--- config.mk ---
export PLATFORM = sky130hd
export DESIGN_NAME = args_regbank
export DESIGN_NICKNAME = d
export VERILOG_FILES = /design/src/rtl/args_regbank.sv
export SDC_FILE = /design/constraint.sdc
export NUM_CORES = 1
export LEC_CHECK = 0
export ABC_CLOCK_PERIOD_IN_PS = 10850
export BUFFER_PORTS_ARGS = -buffer_cell sky130_fd_sc_hd__buf_2
export CAP_MARGIN = 20
export CORE_AREA = 2 2 155 157
export DETAILED_ROUTE_END_ITERATION = 10
export DIE_AREA = 0 0 157 159
export SYNTH_ARGS = -nofsm -noshare
export SYNTH_HDL_FRONTEND = slang
export SYNTH_SLANG_ARGS = --single-unit
export TNS_END_PERCENT = 20
--- constraint.sdc ---
create_clock -name clk -period 10.85 [get_ports clk]
set_input_delay 1.085 -clock clk [delete_from_list [all_inputs] [get_ports clk]]
set_output_delay 1.085 -clock clk [all_outputs]
set_load 0.05 [all_outputs]
--- src/rtl/args_regbank.sv ---
// ---------------------------------------------------------------------------
// args_regbank
//
// Small memory-mapped register bank. Each of the NU registers is DW bits wide
// and lives at byte address BA + i*(DW/8). Each register has a type taken from
// the 2-bit field TP[2*i +: 2]:
//   2'b00  RO        - read returns rregs slice sampled in the ren cycle
//   2'b01  RW        - byte-strobed writes, reset value from DV slice
//   2'b10  W1C       - rregs bits set, write-one clears, set wins
//   2'b11  reserved  - behaves as RO
//
// Optional feature (compile-time macro ARGS_REGBANK_SHADOW_EN):
//   Adds input 'commit'. RW writes then land in a shadow copy, reads return
//   the shadow, and wregs only loads the shadows on an edge with commit=1.
//   A commit in the same cycle as a write publishes the pre-write shadow.
//
// Ports
//   clk     in   1         clock, the only clock domain
//   rst     in   1         asynchronous active-high reset
//   commit  in   1         publish shadows to wregs (only with the macro)
//   rregs   in   DW*NU     RO values / W1C set pulses
//   wregs   out  DW*NU     RW register values, RO and W1C slices are 0
//   wen     in   1         write request
//   waddr   in   AW        write byte address
//   wdata   in   DW        write data
//   wstrb   in   DW/8      write byte enables
//   werr    out  1         one-cycle pulse on a write miss
//   ren     in   1         read request, accepted every cycle
//   raddr   in   AW        read byte address
//   rvalid  out  1         read data valid, one cycle after ren
//   rdata   out  DW        registered read data, held while rvalid=0
//   rerr    out  1         read miss, qualified by rvalid
//   irq     out  1         registered OR of all W1C bits
// ---------------------------------------------------------------------------
module args_regbank #(
    parameter int unsigned          BA = 16'h0000,
    parameter int                   NU = 4,
    parameter int                   AW = 32,
    parameter int                   DW = 32,
    parameter logic [2*NU-1:0]      TP = {NU{2'b01}},
    parameter logic [DW*NU-1:0]     DV = '0
) (
    input  logic                clk,
    input  logic                rst,
`ifdef ARGS_REGBANK_SHADOW_EN
    input  logic                commit,
`endif
    input  logic [DW*NU-1:0]    rregs,
    output logic [DW*NU-1:0]    wregs,
    input  logic                wen,
    input  logic [AW-1:0]       waddr,
    input  logic [DW-1:0]       wdata,
    input  logic [DW/8-1:0]     wstrb,
    output logic                werr,
    input  logic                ren,
    input  logic [AW-1:0]       raddr,
    output logic                rvalid,
    output logic [DW-1:0]       rdata,
    output logic                rerr,
    output logic                irq
);

    localparam int         NB    = DW / 8;
    localparam logic [1:0] T_RW  = 2'b01;
    localparam logic [1:0] T_W1C = 2'b10;

    // Per-register decode results and read-back values
    logic [NU-1:0] whit;
    logic [NU-1:0] rhit;
    logic [NU-1:0] w1c_any;
    logic [DW-1:0] rd_val [NU];

    // Byte strobes expanded to a bit mask
    logic [DW-1:0] wmask;

    genvar gi;

    generate
        for (gi = 0; gi < NB; gi++) begin : g_mask
            assign wmask[gi*8 +: 8] = {8{wstrb[gi]}};
        end
    endgenerate

    generate
        for (gi = 0; gi < NU; gi++) begin : g_reg
            localparam logic [1:0]    TYPE = TP[2*gi +: 2];
            // Exact-match decode: any misaligned or out-of-range address
            // simply matches no register.
            localparam logic [AW-1:0] ADDR = AW'(BA) + AW'(gi * NB);

            assign whit[gi] = (waddr == ADDR);
            assign rhit[gi] = (raddr == ADDR);

            if (TYPE == T_RW) begin : g_rw
                localparam logic [DW-1:0] RST_VAL = DV[gi*DW +: DW];

                // In shadow builds val_q is the shadow copy; otherwise it is
                // the live register driven onto wregs.
                logic [DW-1:0] val_q;
                logic [DW-1:0] val_d;
                logic          unused_rregs;

                always_comb begin
                    val_d = val_q;
                    if (wen && whit[gi]) begin
                        val_d = (val_q & ~wmask) | (wdata & wmask);
                    end
                end

                always_ff @(posedge clk or posedge rst) begin
                    if (rst) begin
                        val_q <= RST_VAL;
                    end else begin
                        val_q <= val_d;
                    end
                end

`ifdef ARGS_REGBANK_SHADOW_EN
                logic [DW-1:0] out_q;
                logic [DW-1:0] out_d;

                // Commit samples val_q (pre-write), so a write in the same
                // cycle only becomes visible on a later commit.
                always_comb begin
                    out_d = out_q;
                    if (commit) begin
                        out_d = val_q;
                    end
                end

                always_ff @(posedge clk or posedge rst) begin
                    if (rst) begin
                        out_q <= RST_VAL;
                    end else begin
                        out_q <= out_d;
                    end
                end

                assign wregs[gi*DW +: DW] = out_q;
`else
                assign wregs[gi*DW +: DW] = val_q;
`endif
                assign rd_val[gi]   = val_q;
                assign w1c_any[gi]  = 1'b0;
                assign unused_rregs = ^rregs[gi*DW +: DW];
            end else if (TYPE == T_W1C) begin : g_w1c
                logic [DW-1:0] val_q;
                logic [DW-1:0] val_d;
                logic [DW-1:0] clr;

                // Clear is applied first and the set OR-ed in afterwards,
                // so a simultaneous set and clear leaves the bit set.
                always_comb begin
                    clr = '0;
                    if (wen && whit[gi]) begin
                        clr = wdata & wmask;
                    end
                    val_d = (val_q & ~clr) | rregs[gi*DW +: DW];
                end

                always_ff @(posedge clk or posedge rst) begin
                    if (rst) begin
                        val_q <= '0;
                    end else begin
                        val_q <= val_d;
                    end
                end

                assign wregs[gi*DW +: DW] = '0;
                assign rd_val[gi]         = val_q;
                assign w1c_any[gi]        = |val_q;
            end else begin : g_ro
                // RO and reserved: no storage, writes are accepted and
                // ignored, reads return the live input.
                assign wregs[gi*DW +: DW] = '0;
                assign rd_val[gi]         = rregs[gi*DW +: DW];
                assign w1c_any[gi]        = 1'b0;
            end
        end
    endgenerate

    // -----------------------------------------------------------------------
    // Read path, write-error and interrupt flops
    // -----------------------------------------------------------------------
    logic [DW-1:0] rdata_q;
    logic [DW-1:0] rdata_d;
    logic          rvalid_q;
    logic          rvalid_d;
    logic          rerr_q;
    logic          rerr_d;
    logic          werr_q;
    logic          werr_d;
    logic          irq_q;
    logic          irq_d;
    logic [DW-1:0] rd_sel;

    always_comb begin
        rd_sel = '0;
        for (int i = 0; i < NU; i++) begin
            if (rhit[i]) begin
                rd_sel = rd_val[i];
            end
        end

        rvalid_d = ren;
        rdata_d  = rdata_q;
        rerr_d   = 1'b0;
        if (ren) begin
            if (|rhit) begin
                rdata_d = rd_sel;
            end else begin
                rdata_d = '0;
                rerr_d  = 1'b1;
            end
        end

        // Hits on RO/reserved registers are not errors.
        werr_d = wen && !(|whit);
        irq_d  = |w1c_any;
    end

    always_ff @(posedge clk or posedge rst) begin
        if (rst) begin
            rdata_q  <= '0;
            rvalid_q <= 1'b0;
            rerr_q   <= 1'b0;
            werr_q   <= 1'b0;
            irq_q    <= 1'b0;
        end else begin
            rdata_q  <= rdata_d;
            rvalid_q <= rvalid_d;
            rerr_q   <= rerr_d;
            werr_q   <= werr_d;
            irq_q    <= irq_d;
        end
    end

    assign rdata  = rdata_q;
    assign rvalid = rvalid_q;
    assign rerr   = rerr_q;
    assign werr   = werr_q;
    assign irq    = irq_q;

endmodule

After elaboration in Yosys (flattened, before gate mapping)
Index checks and enable logic that the tools add are counted.

$add $sub $neg: 0. Multiply operators: 0. Div/mod/pow operators: 0. Magnitude comparators: 0. Equal/unequal tests: 6. Shifts and indexed selects: 0. Mux-type cells: 7. Bitwise gates (word level): 10. Reductions and logical operators: 10.

Operators by type and width (count): 32-bit bitwise AND (5); 32-bit 2-to-1 mux (5); 32-bit by 4-bit equality test with 1-bit output, second input constant (4); 32-bit OR (4); 32-bit by 3-bit equality test with 1-bit output, second input constant (2); 32-bit zero test (2); 32-bit inverter (1); 4-bit OR reduction (2); 1-bit logical AND (5); 1-bit 2-to-1 mux (2); 1-bit zero test (1).

Register bits after elaboration: 163. Latch bits: 0. RAM bits: 0. Memory bits (read-only): 0. Input port bits: 232. Output and inout port bits: 164. Logic and storage cells: 41. Memories: 0.

Longest topological paths before layout
Depth after elaboration: 6. Depth in mapped cells: 6. Depth with buffers taken out: 4.

Worst setup path after synthesis
Ideal clock, no wire load.

Path kind: input-to-reg. Start point: in waddr[18]. End point: reg with a tool-made name. Setup time: 0.125 ns. Arrival: 2.722 ns. Required time: 10.725 ns. Setup slack: 8.002 ns. Cell stages on the path: 6. Path buffers: 2. Cells stage by stage: nor4_2 -> nand4_2 -> buf_6 -> or4_4 -> buf_6 -> mux2_4.

RTL lines: from (decl) (RTL line 51) `input logic [AW-1:0] waddr,`.

==> results.py <==
metrics = {
    "status": {
        "status": "finished clean",
    },
    "power": {
        "ir_drop_mv": 0.09630,
        "switching_share": 0.2271,
        "clkPwrFrac": 0.492,
        "p_comb_frac": 0.047,
        "powerDensity_nw_per_um2": 136.1,
        "pwr-share-seq": 0.462,
        "power_uw": 1317,
        "intPower_uw": 1018,
        "power_leakage_uw": 0.005204,
        "switching_power_uw": 299.1,
    },
    "cells_and_area": {
        "area_growth_pct": 29.45,
        "drive_above_1_share": 0.6383,
        "final_util": 0.4174,
        "layout.nets": 962,
        "fillers": 2158,
        "final_cell_mix": "buf_2, dfrtp_1, mux2_2, mux2_4",
        "layout_commonest_cell": "buf_2",
    },
    "critical_path": {
        "crit_path_cell_trace": "buf_2, nor4_2, nand4_2, or4_1, mux2_1",
        "cp.required_ps": 11140,
        "slowest_delay_ps": 960,
        "path_class": "input port to flip-flop",
        "start_kind": "input port",
        "crit_slowest_cell": "or4_1",
        "cp_max_fo": 16,
        "crit_arrival_ps": 3430,
        "endpoint_kind": "flip-flop",
    },
    "cts": {
        "cts_hold_buf": 0,
        "worstSkewPairLatency_ps": 410,
        "cts_setup_buffers": 0,
        "root_buffer": "clkbuf_16",
        "cts_resized": 0,
        "clkSinkCount": 163,
        "path_clk_slew_ps": 70,
        "cts_max_level": 4,
        "clockBufferDepth": 2,
        "cts_tree": "built",
        "cts_buffers": 17,
    },
    "grt": {
        "track_usage": 0.1626,
        "grt_overflow": 0,
        "grt_max_degree": 101,
        "grt_first_pass_wirelength_um": 30860,
        "antenna_found_initial": 1,
        "grt_pass1_vias": 5121,
    },
    "yosys": {
        "ys_seq_area_frac": 0.5454,
        "yosys_warnings": 0,
        "async_flop_share": 1.000,
        "synth-seq-cells": 163,
        "syn_nets": 705,
        "avgSynthCellArea_sq_um": 15.81,
        "synthFlopType": "dfrtp_1",
        "synth_cell_types": 27,
        "synthTopCellsByArea": "dfrtp_1, mux2_2, mux2_4",
        "yosysTopAreaCellShare": 0.5454,
        "syn-cell-area_sq_um": 7478,
        "yosysTopAreaCell": "dfrtp_1",
        "syn_inst": 473,
        "synth_edf_count": 0,
    },
    "route": {
        "drt_pass1_iterations": 4,
        "drtAntennaViolNets": 0,
        "drc": 0,
        "drt-initial-drc-count": 155,
        "drt_wl_total_um": 20140,
        "wl_per_cell_um": 18.99,
        "dr_total_vias": 5058,
        "viasPerCell": 4.767,
    },
    "floorplan": {
        "die_h_um": 159,
        "die_w_um": 157,
        "die_area_sq_um": 24960,
        "coreArea_sq_um": 23190,
        "num_io_pins": 396,
        "start_util": 0.3225,
        "placementRows": 56,
    },
    "sta": {
        "holdWs_ps": 480.0,
        "finalHoldViolations": 0,
        "fin_ws_ps": 7704,
        "worst_pin_slew_ps": 1040,
        "skew_ps": 10.42,
        "period_share": 0.2899,
        "max_freq_mhz": 317.9,
        "maxSlewHeadroom": 0.3067,
        "period_needed_ps": 3146,
        "tns_ps": 0,
        "drv_slew": 0,
        "finalSetupViolCount": 0,
        "rsz0062_at_grt": "no",
    },
    "placed_design": {
        "pre_cts_slack_ps": 7221,
        "dp_hpwl_um": 13750,
        "gp_congestion": 0.7396,
        "portBuffers": 266,
    },
    "job": {
        "max-cap-violations": 0,
    },
    "hold_path": {
        "hold_path_class": "flip-flop to flip-flop",
    },
}
[path summary, 6_finish.rpt]
kind                            from                         end  slack [ps]  cells after the start
max in group asynchronous        rst  asynchronous set/reset pin        8520                      3
max reg2reg                flip-flop                   rdata[17]        9700                      3
min                         rdata[8]                    rdata[8]         480                      1
max                        waddr[13]                   flip-flop        7700                      5
min reg2reg                 rdata[8]                    rdata[8]         480                      1
min in group asynchronous        rst  asynchronous set/reset pin         860                      2
[stage by stage]
stage / area, sq um / cells
detailed placement: 9055 / 1030
CTS: 9678 / 1060
finish: 9681 / 1061
global placement: 9055 / 1030
floorplan: 7478 / 473
global route: 9678 / 1060
[final cells by class]
cell class / count / area (sq um) / share of cell area
antenna: 1 / 2.502 / 0.0002585
clock buffer: 17 / 425.4 / 0.04394
clock inverter: 13 / 197.7 / 0.02042
inverter: 34 / 132.6 / 0.01370
multi-input combinational: 245 / 3090 / 0.3192
sequential: 163 / 4079 / 0.4214
tap: 319 / 399.1 / 0.04123
timing repair buffer: 269 / 1354 / 0.1398
[cells by family after synthesis]
group	after synthesis	share of synthesized area
flops	163	0.5454
simple gates	51	0.06090
compound gates	33	0.03848
buf+inv	65	0.04149
other cells	1	0.0005014
mux	160	0.3132
[worst max-delay path, delay by kind of cell]
kind          cells  cell delay (ps)
mux               1              400
buf+inv           1              100
simple gates      3             1840
[cells in the mapped netlist (2+ instances only)]
library cell  count
or4_4             6
dfrtp_1         163
nor4_4            4
mux2_4           48
nand2_1           5
mux4_2           32
mux2_1            7
nor4_2            7
or4_1             6
o2bb2ai_1        32
mux2_2           73
nand4_1           2
clkbuf_1         17
inv_1            33
buf_2             2
nor2_1            4
buf_1             3
nand2b_1          5
nor4_1            7
and4_1            2
buf_6             8
nand4_2           2
[power groups by stage]
stage | Sequential [uW] | Clock (uW) | Combinational, uW
2_1_floorplan | 622 | 0 | 26.3
3_3_place_gp | 620 | 0 | 63.5
3_5_place_dp | 620 | 0 | 64.1
4_1_cts | 608 | 668 | 64.2
5_1_grt | 608 | 697 | 69.0
6_report | 608 | 648 | 61.4
[per-layer routing]
layer  part of all wire  routed length (um)  global-route usage
met3              0.076                1524             0.05362
met4             0.0083                 168             0.03461
met2               0.46                9300              0.2546
met1               0.45                9150              0.2205
met5                  0                   0                   0
Note: power is estimated with default switching activity, not from simulation.
